### config.mk
export PLATFORM = sky130hd
export DESIGN_NAME = mem_stage_flat
export DESIGN_NICKNAME = d
export VERILOG_FILES = /design/src/rtl/mem_stage_if.sv /design/src/rtl/mem_stage.sv /design/src/flat_wrapper.sv
export SDC_FILE = /design/constraint.sdc
export NUM_CORES = 1
export LEC_CHECK = 0
export ABC_CLOCK_PERIOD_IN_PS = 4690
export CELL_PAD_IN_SITES_DETAIL_PLACEMENT = 2
export CELL_PAD_IN_SITES_GLOBAL_PLACEMENT = 2
export CORE_AREA = 5 5 173 175
export DETAILED_ROUTE_END_ITERATION = 8
export DIE_AREA = 0 0 178 180
export GPL_TIMING_DRIVEN = 0
export PLACE_DENSITY_LB_ADDON = 0.1
export SETUP_SLACK_MARGIN = 0.1
export SLEW_MARGIN = 10
export SYNTH_ARGS = -nofsm -noshare
export SYNTH_HDL_FRONTEND = slang
export SYNTH_SLANG_ARGS = --single-unit
### constraint.sdc
create_clock -name clk -period 4.69 [get_ports clk]
set_clock_uncertainty 0.1 [all_clocks]
set_input_delay 0.469 -clock clk [delete_from_list [all_inputs] [get_ports clk]]
set_output_delay 0.469 -clock clk [all_outputs]
set_load 0.005 [all_outputs]
### src/rtl/mem_stage_if.sv
// Data-memory req/ack bus between the MEM stage (master) and the data memory (slave).
interface mem_stage_if;
   logic        DM_req;
   logic        DM_we;
   logic [31:0] DM_addr;
   logic [3:0]  DM_be;
   logic [31:0] DM_wdata;
   logic [31:0] DM_rdata;
   logic        DM_ack;

   modport master (
      output DM_req, DM_we, DM_addr, DM_be, DM_wdata,
      input  DM_rdata, DM_ack
   );

   modport slave (
      input  DM_req, DM_we, DM_addr, DM_be, DM_wdata,
      output DM_rdata, DM_ack
   );
endinterface

### src/rtl/mem_stage.sv
// RV32I MEM stage: data-memory req/ack sequencing, load align/extend, forwarding and MEM/WB register.
// Optional misaligned-access trap enabled by defining MEM_MISALIGN_TRAP_EN.
module mem_stage (
   input  logic        clk,
   input  logic        rst,
   input  logic [31:0] EXE_pc_to_reg,
   input  logic [31:0] EXE_ALU_out,
   input  logic [31:0] EXE_rs2_data,
   input  logic [4:0]  EXE_rd_addr,
   input  logic [2:0]  EXE_funct3,
   input  logic        EXE_RDSrc,
   input  logic        EXE_MemtoReg,
   input  logic        EXE_MemRead,
   input  logic        EXE_MemWrite,
   input  logic        EXE_RegWrite,
   mem_stage_if.master dm,
   output logic        mem_stall,
   output logic [31:0] MEM_rd_data,
   output logic [31:0] WB_rd_data,
   output logic [4:0]  WB_rd_addr,
   output logic        WB_RegWrite,
   output logic        WB_misalign
);
   typedef enum logic [1:0] {StIdle, StReq, StDone} state_e;

   state_e      state_q, state_d;
   logic [31:0] load_buf_q;
   logic        mem_op, is_byte, is_half, misalign, issue, issue_req;
   logic [1:0]  lane;
   logic [3:0]  be;
   logic [31:0] wdata, ld_ext;
   logic [7:0]  ld_byte;
   logic [15:0] ld_half;

   assign lane        = EXE_ALU_out[1:0];
   assign mem_op      = EXE_MemRead | EXE_MemWrite;
   assign MEM_rd_data = EXE_RDSrc ? EXE_pc_to_reg : EXE_ALU_out;

   // A store wins when both controls are set; only loads have unsigned size encodings.
   always_comb begin
      is_byte = 1'b0;
      is_half = 1'b0;
      if (EXE_MemWrite) begin
         is_byte = (EXE_funct3 == 3'b000);
         is_half = (EXE_funct3 == 3'b001);
      end else begin
         is_byte = (EXE_funct3 == 3'b000) || (EXE_funct3 == 3'b100);
         is_half = (EXE_funct3 == 3'b001) || (EXE_funct3 == 3'b101);
      end
   end

   always_comb begin
      be    = 4'b1111;
      wdata = EXE_rs2_data;
      if (is_byte) begin
         be    = 4'b0001 << lane;
         wdata = {4{EXE_rs2_data[7:0]}};
      end else if (is_half) begin
         be    = 4'b0011 << {lane[1], 1'b0};
         wdata = {2{EXE_rs2_data[15:0]}};
      end
   end

`ifdef MEM_MISALIGN_TRAP_EN
   assign misalign = mem_op & ((is_half & lane[0]) | (~is_byte & ~is_half & (lane != 2'b00)));
`else
   assign misalign = 1'b0;
`endif
   assign issue = mem_op & ~misalign;

   always_comb begin
      state_d   = state_q;
      mem_stall = 1'b0;
      issue_req = 1'b0;
      case (state_q)
         StIdle: begin
            if (issue) begin
               mem_stall = 1'b1;
               issue_req = 1'b1;
               state_d   = StReq;
            end
         end
         StReq: begin
            mem_stall = 1'b1;
            if (dm.DM_ack) state_d = StDone;
         end
         StDone:  state_d = StIdle;
         default: state_d = StIdle;
      endcase
   end

   always_ff @(posedge clk or posedge rst) begin
      if (rst) begin
         state_q     <= StIdle;
         load_buf_q  <= '0;
         dm.DM_req   <= 1'b0;
         dm.DM_we    <= 1'b0;
         dm.DM_addr  <= '0;
         dm.DM_be    <= '0;
         dm.DM_wdata <= '0;
      end else begin
         state_q <= state_d;
         if (issue_req) begin
            dm.DM_req   <= 1'b1;
            dm.DM_we    <= EXE_MemWrite;
            dm.DM_addr  <= EXE_ALU_out;
            dm.DM_be    <= be;
            dm.DM_wdata <= wdata;
         end else if (state_q == StReq && dm.DM_ack) begin
            dm.DM_req  <= 1'b0;
            load_buf_q <= dm.DM_rdata;
         end
      end
   end

   // EXE inputs still hold the load during DONE, so lane and funct3 are valid here.
   assign ld_byte = load_buf_q[{lane, 3'b000} +: 8];
   assign ld_half = lane[1] ? load_buf_q[31:16] : load_buf_q[15:0];

   always_comb begin
      case (EXE_funct3)
         3'b000:  ld_ext = {{24{ld_byte[7]}}, ld_byte};
         3'b001:  ld_ext = {{16{ld_half[15]}}, ld_half};
         3'b100:  ld_ext = {24'b0, ld_byte};
         3'b101:  ld_ext = {16'b0, ld_half};
         default: ld_ext = load_buf_q;
      endcase
   end

   always_ff @(posedge clk or posedge rst) begin
      if (rst) begin
         WB_rd_data  <= '0;
         WB_rd_addr  <= '0;
         WB_RegWrite <= 1'b0;
      end else if (!mem_stall) begin
         WB_rd_data  <= EXE_MemtoReg ? ld_ext : MEM_rd_data;
         WB_rd_addr  <= EXE_rd_addr;
         WB_RegWrite <= EXE_RegWrite & ~misalign;
      end
   end

`ifdef MEM_MISALIGN_TRAP_EN
   logic misalign_q;
   always_ff @(posedge clk or posedge rst) begin
      if (rst)             misalign_q <= 1'b0;
      else if (!mem_stall) misalign_q <= misalign;
   end
   assign WB_misalign = misalign_q;
`else
   assign WB_misalign = 1'b0;
`endif
endmodule

### src/flat_wrapper.sv
// flat-port wrapper written by rule: the top's interface ports become plain ports
module mem_stage_flat 
  (clk, rst, EXE_pc_to_reg, EXE_ALU_out, EXE_rs2_data, EXE_rd_addr, EXE_funct3, EXE_RDSrc, EXE_MemtoReg, EXE_MemRead, EXE_MemWrite, EXE_RegWrite, mem_stall, MEM_rd_data, WB_rd_data, WB_rd_addr, WB_RegWrite, WB_misalign, dm_DM_req, dm_DM_we, dm_DM_addr, dm_DM_be, dm_DM_wdata, dm_DM_rdata, dm_DM_ack);
  mem_stage_if dm_i ();
  input  logic clk;
  input  logic rst;
  input  logic [31:0] EXE_pc_to_reg;
  input  logic [31:0] EXE_ALU_out;
  input  logic [31:0] EXE_rs2_data;
  input  logic [4:0] EXE_rd_addr;
  input  logic [2:0] EXE_funct3;
  input  logic EXE_RDSrc;
  input  logic EXE_MemtoReg;
  input  logic EXE_MemRead;
  input  logic EXE_MemWrite;
  input  logic EXE_RegWrite;
  output logic mem_stall;
  output logic [31:0] MEM_rd_data;
  output logic [31:0] WB_rd_data;
  output logic [4:0] WB_rd_addr;
  output logic WB_RegWrite;
  output logic WB_misalign;
  output wire logic [$bits(dm_i.DM_req)-1:0] dm_DM_req;
  output wire logic [$bits(dm_i.DM_we)-1:0] dm_DM_we;
  output wire logic [$bits(dm_i.DM_addr)-1:0] dm_DM_addr;
  output wire logic [$bits(dm_i.DM_be)-1:0] dm_DM_be;
  output wire logic [$bits(dm_i.DM_wdata)-1:0] dm_DM_wdata;
  input wire logic [$bits(dm_i.DM_rdata)-1:0] dm_DM_rdata;
  input wire logic [$bits(dm_i.DM_ack)-1:0] dm_DM_ack;
  assign dm_DM_req = dm_i.DM_req;
  assign dm_DM_we = dm_i.DM_we;
  assign dm_DM_addr = dm_i.DM_addr;
  assign dm_DM_be = dm_i.DM_be;
  assign dm_DM_wdata = dm_i.DM_wdata;
  assign dm_i.DM_rdata = dm_DM_rdata;
  assign dm_i.DM_ack = dm_DM_ack;
  mem_stage u_core (.clk(clk), .rst(rst), .EXE_pc_to_reg(EXE_pc_to_reg), .EXE_ALU_out(EXE_ALU_out), .EXE_rs2_data(EXE_rs2_data), .EXE_rd_addr(EXE_rd_addr), .EXE_funct3(EXE_funct3), .EXE_RDSrc(EXE_RDSrc), .EXE_MemtoReg(EXE_MemtoReg), .EXE_MemRead(EXE_MemRead), .EXE_MemWrite(EXE_MemWrite), .EXE_RegWrite(EXE_RegWrite), .dm(dm_i), .mem_stall(mem_stall), .MEM_rd_data(MEM_rd_data), .WB_rd_data(WB_rd_data), .WB_rd_addr(WB_rd_addr), .WB_RegWrite(WB_RegWrite), .WB_misalign(WB_misalign));
endmodule
* Word-level counts from Yosys, hierarchy flattened
Index checks and enable logic that the tools add are counted.
Storage, ports and cells: register bits after elaboration 142, bits in latches 0, RAM bits 0, memory bits (read-only) 0, bits of input ports 144, output and inout port bits 142, memories kept 0
Operators by class: add/subtract/negate cells 0, multipliers 0, divide/modulo/power cells 0, $lt $le $gt $ge 0, eq/ne operators 6, shift-type cells 3, multiplexer cells 18, bitwise logic cells 2, reduce and logical (&&, ||, !) cells 8
Operators by type and width (count):
- 32-bit 2-to-1 mux | 4
- 32-bit case mux with 4 select lines | 1
- 32-bit by 6-bit indexed part select with 8-bit output | 1
- 16-bit 2-to-1 mux | 1
- 4-bit 2-to-1 mux | 2
- 3-bit equality test (second input constant) | 2
- 1-bit 2-to-1 mux | 6
- 2-bit 2-to-1 mux | 2
- 2-bit case mux with 2 select lines | 1
- 2-bit AND reduction | 2
- 1-bit by 2-bit << shifter with 4-bit output (first input constant) | 1
- 2-bit by 2-bit << shifter with 4-bit output (first input constant) | 1
- 3-bit by 1-bit equality test with 1-bit output (second input constant) | 1
- 3-bit zero test | 1
- 2-bit by 1-bit equality test with 1-bit output (second input constant) | 1
- 2-bit zero test | 1
- 1-bit logical OR | 2
- 2-bit by 1-bit != test with 1-bit output (second input constant) | 1
- 2-bit != test (second input constant) | 1
- 1-bit case mux with 2 select lines | 1
- 2-bit nonzero test | 1
- 1-bit logical AND | 1
- 1-bit NOT | 1
- 1-bit bitwise OR | 1

* Longest topological paths before layout
Gate-level depths: netlist of the first run.
depth after elaboration 5, depth in mapped cells 8

* Least setup slack after synthesis of the first run
No wires, ideal clock.
path kind in2out, from in EXE_RDSrc, to out MEM_rd_data[11], arrival 1249 ps, path slack 2872 ps, stages 3, buffers on the path 2, path through clkbuf_1 -> buf_2 -> mux2_2
On the way: cells in the longest elaborated chain, start to end 1
RTL lines:
- start: declaration | line flat_wrapper.sv:12 | input logic EXE_RDSrc;
- 32-bit 2-to-1 mux | line mem_stage.sv:37 | assign MEM_rd_data = EXE_RDSrc ? EXE_pc_to_reg : EXE_ALU_out;
- end: declaration | line flat_wrapper.sv:18 | output logic [31:0] MEM_rd_data;
Every way passes these cells.

* Final worst setup path of the first run
from in EXE_MemWrite, to out mem_stall
On the way: cells in the longest elaborated chain, start to end 3
RTL lines:
- start: declaration | line flat_wrapper.sv:15 | input logic EXE_MemWrite;
- 1-bit bitwise OR | line mem_stage.sv:36 | assign mem_op = EXE_MemRead | EXE_MemWrite;
- 1-bit 2-to-1 mux | line mem_stage.sv:77 | if (issue) begin
- 1-bit case mux with 2 select lines | line mem_stage.sv:75 | case (state_q)
- end: declaration | line flat_wrapper.sv:17 | output logic mem_stall;
Every way passes these cells.

==> impl_metrics.py, run 1 <==
metrics = {
    "status": {
        "outcome": "complete, no violations",
    },
    "global_route": {
        "grt_start_max_net_pins": 99,
        "grt_pass1_wl_mm": 44.7,
        "grt_use_total": 0.185,
        "grt_overflow": 0,
        "grt_antenna_before_repair": 1,
        "grt_pass1_vias": 7112,
    },
    "cells_and_area": {
        "drive_above_1_share": 0.170,
        "nFillCells": 3085,
        "area_growth_pct": 57.8,
        "final_common_cell": "clkdlybuf4s50_1",
        "layout_common_cells": "clkdlybuf4s50_1, nand2_1, dfrtp_1, mux2_2, o21ai_0",
        "nNetsFinal": 1133,
    },
    "route": {
        "drcViolationCount": 0,
        "drt-wirelength-per-cell_um": 21.5,
        "drt_wl_total_mm": 29.9,
        "firstDrtPassIters": 4,
        "vias": 6296,
        "antenna_left": 0,
        "viasPerCell": 4.54,
        "drt_iter0_drc": 192,
    },
    "yosys": {
        "yosys_warnings": 0,
        "yosysSeqAreaShare": 0.511,
        "syn_area_mm2": 0.00695,
        "async_reset_ff_frac": 1.00,
        "syn_nets": 833,
        "synth_cells": 689,
        "synth_top_area_cell": "dfrtp_1",
        "synth_top_area_share": 0.511,
        "syn_area_per_cell_um2": 10.1,
        "synth.top_cells.by_area": "dfrtp_1, mux2_2, nand2_1, mux2i_1, o21ai_0",
        "ys_ff_latch": 142,
        "synth_ff_type": "dfrtp_1",
        "synth_cell_types": 36,
        "synth_edf_count": 0,
    },
    "critical_path": {
        "crit_start": "EXE_MemWrite",
        "worstPathMaxFanout": 10,
        "cp.required_ns": 4.12,
        "startpoint_type": "primary input",
        "arrival_ns": 2.59,
        "r2r-start": "u_core.state_q[0]",
        "crit_type": "in2out",
        "end_kind": "output pin",
    },
    "clock_tree": {
        "cts_setup_buffers": 0,
        "cts_tree": "built",
        "h-tree-depth": 4,
        "clock-sinks": 142,
        "cts_root_buf": "clkbuf_16",
        "holdBufCountCts": 0,
        "path_clk_slew_ns": 0.06,
        "cts_buffers": 17,
        "cts.repair.resized": 0,
        "ctsLongestPathBuffers": 2,
        "clkLatencyLatePin_ns": 0.43,
    },
    "run": {
        "cap_violations": 0,
    },
    "power_and_ir_drop": {
        "ir_drop_uv": 182,
        "power_mw": 5.66,
        "cellPowerDensity_mw_per_mm2": 516,
        "p_leak_nw": 4.60,
    },
    "floorplanning": {
        "core_mm2": 0.0283,
        "num_rows": 62,
        "die_h_um": 180,
        "die_area_mm2": 0.0320,
        "start_util": 0.246,
        "ios": 286,
        "dieWidth_um": 178,
    },
    "timing": {
        "post-route-period-util": 0.673,
        "worst_pin_slew_ns": 0.859,
        "period_minus_slack_ns": 3.16,
        "setup_viol": 0,
        "drv_slew": 0,
        "maxSlewHeadroom": 0.424,
        "rsz0062_at_grt": "false",
        "fmax_mhz": 317,
        "hold_viol_final": 0,
        "hold-worst-slack_ns": 0.328,
    },
    "worst_hold_path": {
        "hp-class": "in2async",
    },
    "place": {
        "dp_hpwl_mm": 23.1,
        "numPortBuffers": 280,
        "gp_congestion": 0.785,
    },
}
state kept, by name (all words and copies together) (netlist names):
register,count
u_core.WB_RegWrite,1
u_core.WB_rd_addr,5
u_core.WB_rd_data,32
u_core.dm.DM_addr,32
u_core.dm.DM_be,4
u_core.dm.DM_req,1
u_core.dm.DM_wdata,32
u_core.dm.DM_we,1
u_core.load_buf_q,32
u_core.state_q,2
synthesized netlist by cell type, types with 3 or more instances:
master,instances
o311ai_1,3
a21oi_1,12
a31o_2,4
and3b_1,3
o21ai_0,38
or3_1,3
buf_2,27
buf_4,3
nand3b_1,4
o221ai_2,8
nand2b_1,9
nand2_1,178
o21bai_1,8
a21oi_2,9
o21ai_1,6
clkbuf_1,22
mux2i_1,27
nor3_1,21
nor2_1,27
dfrtp_1,142
mux2_2,80
a211o_1,3
nand3_1,12
a211oi_1,20
inv_1,5
report_power, final:
part / switching, mW / internal, mW
combinational: 0.847 / 1.16
clock: 0.580 / 1.05
sequential: 0.335 / 1.69
cell families (layout without fill, tap and decap cells):
group                  count (synthesis)  after routing  synth area share
AND/OR/NAND/NOR                      260            260             0.156
multiplexers                         108            108             0.172
AO/OA/AOI/OAI                        117            117             0.119
buffers and inverters                 61            374            0.0416
other                                  1              2          0.000539
flip-flops                           142            142             0.511
through the flow:
step,setup TNS [ns],instance area (um2),instances,setup WS [ns],utilization
2_1_floorplan,0,6950,689,0.311,-
3_3_place_gp,-334.96,10200,1353,-2.37,0.362
3_5_place_dp,0,10300,1354,1.52,0.363
4_1_cts,0,11000,1386,1.49,0.387
5_1_grt,0,11000,1387,1.41,0.387
6_report,0,11000,1387,1.53,0.387
per-layer routing:
layer  part of all wire  global-route usage  vias up
li1                   -                   -     2973
met1               0.42               0.230     3153
met2               0.52               0.329      148
met3              0.046              0.0353       22
met4              0.013              0.0489        0
met5                  0                   0        -
worst max-delay path, stage by stage:
cell and delay (ns):
clkdlybuf4s50_1 0.50, nor3_1 0.43, or2_1 0.16, buf_2 0.14, inv_2 0.04, buf_4 0.17
buf_2 0.21, clkdlybuf4s50_1 0.47
path summary, 6_finish.rpt:
check	endpoint	depth (start not counted)	slack [ns]
max	mem_stall	8	1.53
min	u_core.load_buf_q[4]	2	0.33
min reg2reg	u_core.WB_rd_addr[2]	2	0.37
min in group clk	u_core.WB_rd_addr[2]	2	0.37
max reg2reg	u_core.WB_rd_data[21]	5	2.47
max in group asynchronous	u_core.dm.DM_addr[16]	3	3.32
final cells by class:
type / instances / area, um2 / share of cell area
Clock buffer: 20 / 467 / 0.0425
Tap cell: 384 / 480 / 0.0438
Antenna cell: 1 / 2.50 / 0.000228
Timing Repair Buffer: 281 / 2830 / 0.258
Buffer: 54 / 263 / 0.0239
Inverter: 7 / 33.8 / 0.00308
Clock inverter: 12 / 231 / 0.0211
Multi-Input combinational cell: 486 / 3110 / 0.283
Sequential cell: 142 / 3550 / 0.324
Power figures use the tool's default switching activity.
==> run 2, diff against run 1 <==
--- a/config.mk
+++ b/config.mk
@@ -5,7 +5,7 @@
 export SDC_FILE = /design/constraint.sdc
 export NUM_CORES = 1
 export LEC_CHECK = 0
-export ABC_CLOCK_PERIOD_IN_PS = 4690
+export ABC_CLOCK_PERIOD_IN_PS = 3000
 export CELL_PAD_IN_SITES_DETAIL_PLACEMENT = 2
 export CELL_PAD_IN_SITES_GLOBAL_PLACEMENT = 2
 export CORE_AREA = 5 5 173 175
==> constraint.sdc (replaced) <==
create_clock -name clk -period 3 [get_ports clk]
set_clock_uncertainty 0.1 [all_clocks]
set_input_delay 0.3 -clock clk [delete_from_list [all_inputs] [get_ports clk]]
set_output_delay 0.3 -clock clk [all_outputs]
set_load 0.005 [all_outputs]
==> impl_metrics.py, run 2 (synthesis gave the netlist of run 1 again) <==
metrics = {
    "cells_and_area": {
        "nNetsFinal": 1136,
        "drive_above_1_share": 0.171,
        "n_antenna_cell": 0,
        "area_growth_pct": 57.6,
        "layout_common_cells": "clkdlybuf4s50_1, nand2_1, dfrtp_1, mux2_2, o21ai_0",
        "final_core_util": 0.387,
        "final_common_cell": "clkdlybuf4s50_1",
    },
    "timing": {
        "fmax_mhz": 381,
        "maxSlewHeadroom": 0.449,
        "drv_slew": 0,
        "post-route-period-util": 0.874,
        "rsz0062_at_grt": "false",
        "setup_viol": 0,
        "layout_setup_ws_ns": 0.377,
        "hold_viol_final": 0,
        "period_minus_slack_ns": 2.62,
        "worst_pin_slew_ns": 0.821,
        "hold-worst-slack_ns": 0.156,
        "setup-tns-final_ns": 0,
    },
    "power_and_ir_drop": {
        "p_leak_nw": 4.58,
        "ir_drop_uv": 300,
        "power_mw": 8.59,
        "cellPowerDensity_mw_per_mm2": 784,
    },
    "route": {
        "drt_iter0_drc": 195,
        "drt-wirelength-per-cell_um": 21.7,
        "firstDrtPassIters": 4,
        "antenna_left": 0,
        "drt_wl_total_mm": 30.1,
        "viasPerCell": 4.52,
        "vias": 6278,
        "drcViolationCount": 0,
    },
    "clock_tree": {
        "ctsLongestPathBuffers": 2,
        "clock-sinks": 142,
        "cts_root_buf": "clkbuf_16",
        "cts_tree": "built",
        "clkLatencyLatePin_ns": 0.44,
        "cts_buffers": 17,
        "cts_setup_buffers": 0,
        "holdBufCountCts": 0,
        "h-tree-depth": 4,
        "cts.repair.resized": 0,
        "path_clk_slew_ns": 0.07,
    },
    "floorplanning": {
        "die_h_um": 180,
        "ios": 286,
        "die_area_mm2": 0.0320,
        "dieWidth_um": 178,
        "core_mm2": 0.0283,
        "start_util": 0.246,
        "num_rows": 62,
    },
    "place": {
        "dp_slack_ns": 0.144,
        "gp_congestion": 0.771,
        "numPortBuffers": 280,
        "dp_hpwl_mm": 23.8,
    },
    "global_route": {
        "grt_pass1_wl_mm": 45.5,
        "grt_use_total": 0.188,
        "grt_overflow": 0,
        "grt_pass1_vias": 7086,
        "grt_antenna_before_repair": 0,
        "grt_start_max_net_pins": 30,
    },
    "critical_path": {
        "end_kind": "output pin",
        "cp.required_ns": 2.60,
        "arrival_ns": 2.22,
        "r2r_setup_slack_ns": 0.90,
        "worstPathMaxFanout": 19,
        "startpoint_type": "primary input",
        "crit_type": "in2out",
    },
    "run": {
        "cap_violations": 0,
    },
    "status": {
        "outcome": "complete, no violations",
    },
    "worst_hold_path": {
        "hp-class": "in2async",
    },
}
-- run 2: layout make-up --
| class | count | area [um2] |
|---|---|---|
| clock inverters | 12 | 161 |
| clock buffers | 20 | 447 |
| fillers | 3067 | 17400 |
| inverters | 7 | 30.0 |
| repair buffers | 285 | 2910 |
| flip-flops and latches | 142 | 3550 |
| well taps | 384 | 480 |
| plain buffers | 53 | 258 |
| multi-input cells | 486 | 3120 |
-- run 2: power breakdown --
group	internal (mW)	switching, mW
clock	1.34	0.930
sequential	2.64	0.532
combinational	1.82	1.32
total	5.80	2.79
-- run 2: worst paths after layout --
check | endpoint | startpoint | cells after the start
worst min-delay path | u_core.load_buf_q[1] | rst | 2
worst min register to register | u_core.WB_rd_addr[4] | u_core.WB_rd_addr[4] | 2
max in group asynchronous | u_core.WB_rd_addr[1] | rst | 5
worst max register to register | u_core.WB_rd_data[19] | u_core.state_q[0] | 5
worst max-delay path | mem_stall | EXE_MemWrite | 7
min in group clk | u_core.WB_rd_addr[4] | EXE_rd_addr[4] | 3
-- run 2: through the flow --
stage,std cells,area (um2)
CTS,1390,11000
global placement,1353,10200
detailed placement,1358,10300
floorplan,689,6960
finish,1389,11000
global route,1389,11000
-- run 2: per-layer routing --
layer	up-vias	global-route usage	share of wire
li1	2977	-	-
met1	3141	0.243	0.43
met2	145	0.327	0.52
met3	15	0.0359	0.040
met4	0	0.0399	0.0082
met5	-	0	0
-- run 2: worst max-delay path, stage by stage --
cell	delay [ns]
clkdlybuf4s50_1	0.58
nor3_2	0.10
or2_1	0.20
buf_2	0.15
inv_2	0.06
buf_4	0.26
clkdlybuf4s50_1	0.56
==> run 3, diff against run 2 <==
--- a/config.mk
+++ b/config.mk
@@ -13,7 +13,7 @@
 export DIE_AREA = 0 0 178 180
 export GPL_TIMING_DRIVEN = 0
 export PLACE_DENSITY_LB_ADDON = 0.1
-export SETUP_SLACK_MARGIN = 0.1
+export SETUP_SLACK_MARGIN = 0.05
 export SLEW_MARGIN = 10
 export SYNTH_ARGS = -nofsm -noshare
 export SYNTH_HDL_FRONTEND = slang
==> impl_metrics.py, run 3 (synthesis gave the netlist of run 1 again) <==
metrics = {
    "clock_tree": {
        "cts_setup_buffers": 0,
        "cts_root_buf": "clkbuf_16",
        "clkLatencyLatePin_ns": 0.44,
        "h-tree-depth": 4,
        "cts.repair.resized": 0,
        "path_clk_slew_ns": 0.07,
        "cts_tree": "built",
        "ctsLongestPathBuffers": 2,
        "cts_buffers": 17,
        "holdBufCountCts": 0,
        "clock-sinks": 142,
    },
    "cells_and_area": {
        "drive_above_1_share": 0.172,
        "layout_common_cells": "clkdlybuf4s50_1, nand2_1, dfrtp_1, mux2_2, o21ai_0",
        "nNetsFinal": 1137,
        "seqCellArea_mm2": 0.00355,
        "area_growth_pct": 57.6,
        "nFillCells": 3067,
        "final_common_cell": "clkdlybuf4s50_1",
        "multiInputGateArea_mm2": 0.00312,
        "n_antenna_cell": 0,
    },
    "timing": {
        "worst_pin_slew_ns": 0.827,
        "period_minus_slack_ns": 2.80,
        "hold_viol_final": 0,
        "rsz0062_at_grt": "false",
        "maxSlewHeadroom": 0.445,
        "setup-tns-final_ns": 0,
        "drv_slew": 0,
        "setup_viol": 0,
        "post-route-period-util": 0.932,
        "fmax_mhz": 358,
    },
    "global_route": {
        "grt_pass1_wl_mm": 45.5,
        "grt_use_total": 0.188,
        "grt_pass1_vias": 7086,
        "grt_antenna_before_repair": 0,
        "grt_start_max_net_pins": 30,
        "grt_overflow": 0,
    },
    "route": {
        "drcViolationCount": 0,
        "drt_iter0_drc": 193,
        "viasPerCell": 4.52,
        "drt_wl_total_mm": 30.1,
        "vias": 6278,
        "firstDrtPassIters": 4,
        "antenna_left": 0,
        "drt-wirelength-per-cell_um": 21.7,
    },
    "floorplanning": {
        "num_rows": 62,
        "die_h_um": 180,
        "ios": 286,
        "core_mm2": 0.0283,
        "start_util": 0.246,
        "die_area_mm2": 0.0320,
        "dieWidth_um": 178,
    },
    "place": {
        "numPortBuffers": 280,
        "gp_congestion": 0.771,
        "dp_hpwl_mm": 23.8,
    },
    "power_and_ir_drop": {
        "p_leak_nw": 4.58,
        "power_mw": 8.59,
        "cellPowerDensity_mw_per_mm2": 784,
        "ir_drop_uv": 300,
    },
    "critical_path": {
        "startpoint_type": "primary input",
        "worstPathMaxFanout": 10,
        "cp.required_ns": 2.60,
        "arrival_ns": 2.40,
        "end_kind": "output pin",
        "crit_type": "in2out",
    },
    "status": {
        "outcome": "complete, no violations",
    },
    "worst_hold_path": {
        "hp-class": "in2async",
    },
    "run": {
        "cap_violations": 0,
    },
}
run 3: changes by cell type in the layout (fill, tap and decap cells not counted):
cell   previous run  this run
buf_2            26        27
run 3: power breakdown:
part           leakage, nW  switching [mW]  internal, mW
combinational         2.60            1.32          1.82
clock                0.287           0.928          1.34
sequential            1.70           0.534          2.64
run 3: layer usage:
layer | vias to the layer above | part of all wire | track usage
met5 | - | 0 | 0
met4 | 0 | 0.0087 | 0.0399
met3 | 18 | 0.041 | 0.0359
met2 | 148 | 0.52 | 0.327
met1 | 3138 | 0.43 | 0.243
li1 | 2974 | - | -
run 3: area by class of cell:
type,count,share of cell area
sequential,142,0.324
inverter,7,0.00274
clock buffer,20,0.0408
multi-input combinational,486,0.284
clock inverter,12,0.0147
timing repair buffer,285,0.266
buffer,54,0.0240
tap,384,0.0438
run 3: per-stage QoR:
stage | setup slack [ns] | util | instances | instance area, um2 | hold WS [ns]
6_report | 0.204 | 0.387 | 1390 | 11000 | 0.156
4_1_cts | 0.137 | 0.387 | 1390 | 11000 | 0.164
5_1_grt | 0.0577 | 0.387 | 1390 | 11000 | 0.189
2_1_floorplan | 0.823 | - | 689 | 6960 | 0.287
3_5_place_dp | 0.144 | 0.365 | 1358 | 10300 | 0.360
3_3_place_gp | -0.811 | 0.362 | 1353 | 10200 | 0.349
run 3: worst paths after layout:
| kind | cells past startpoint | slack (ns) | endpoint | start |
|---|---|---|---|---|
| max | 8 | 0.20 | mem_stall | EXE_MemWrite |
| min | 2 | 0.16 | u_core.load_buf_q[1] | rst |
| max reg2reg | 5 | 0.91 | u_core.WB_rd_data[19] | u_core.state_q[0] |
| min reg2reg | 2 | 0.37 | u_core.WB_rd_addr[4] | u_core.WB_rd_addr[4] |
| max in group asynchronous | 5 | 1.71 | u_core.WB_rd_addr[1] | rst |
| min in group clk | 3 | 0.28 | u_core.WB_rd_addr[4] | EXE_rd_addr[4] |
run 3: worst max-delay path: stages:
cell and delay, ns:
clkdlybuf4s50_1 0.58, nor3_2 0.10, or2_1 0.21, buf_2 0.15, inv_2 0.06, buf_4 0.17
buf_2 0.27, clkdlybuf4s50_1 0.55
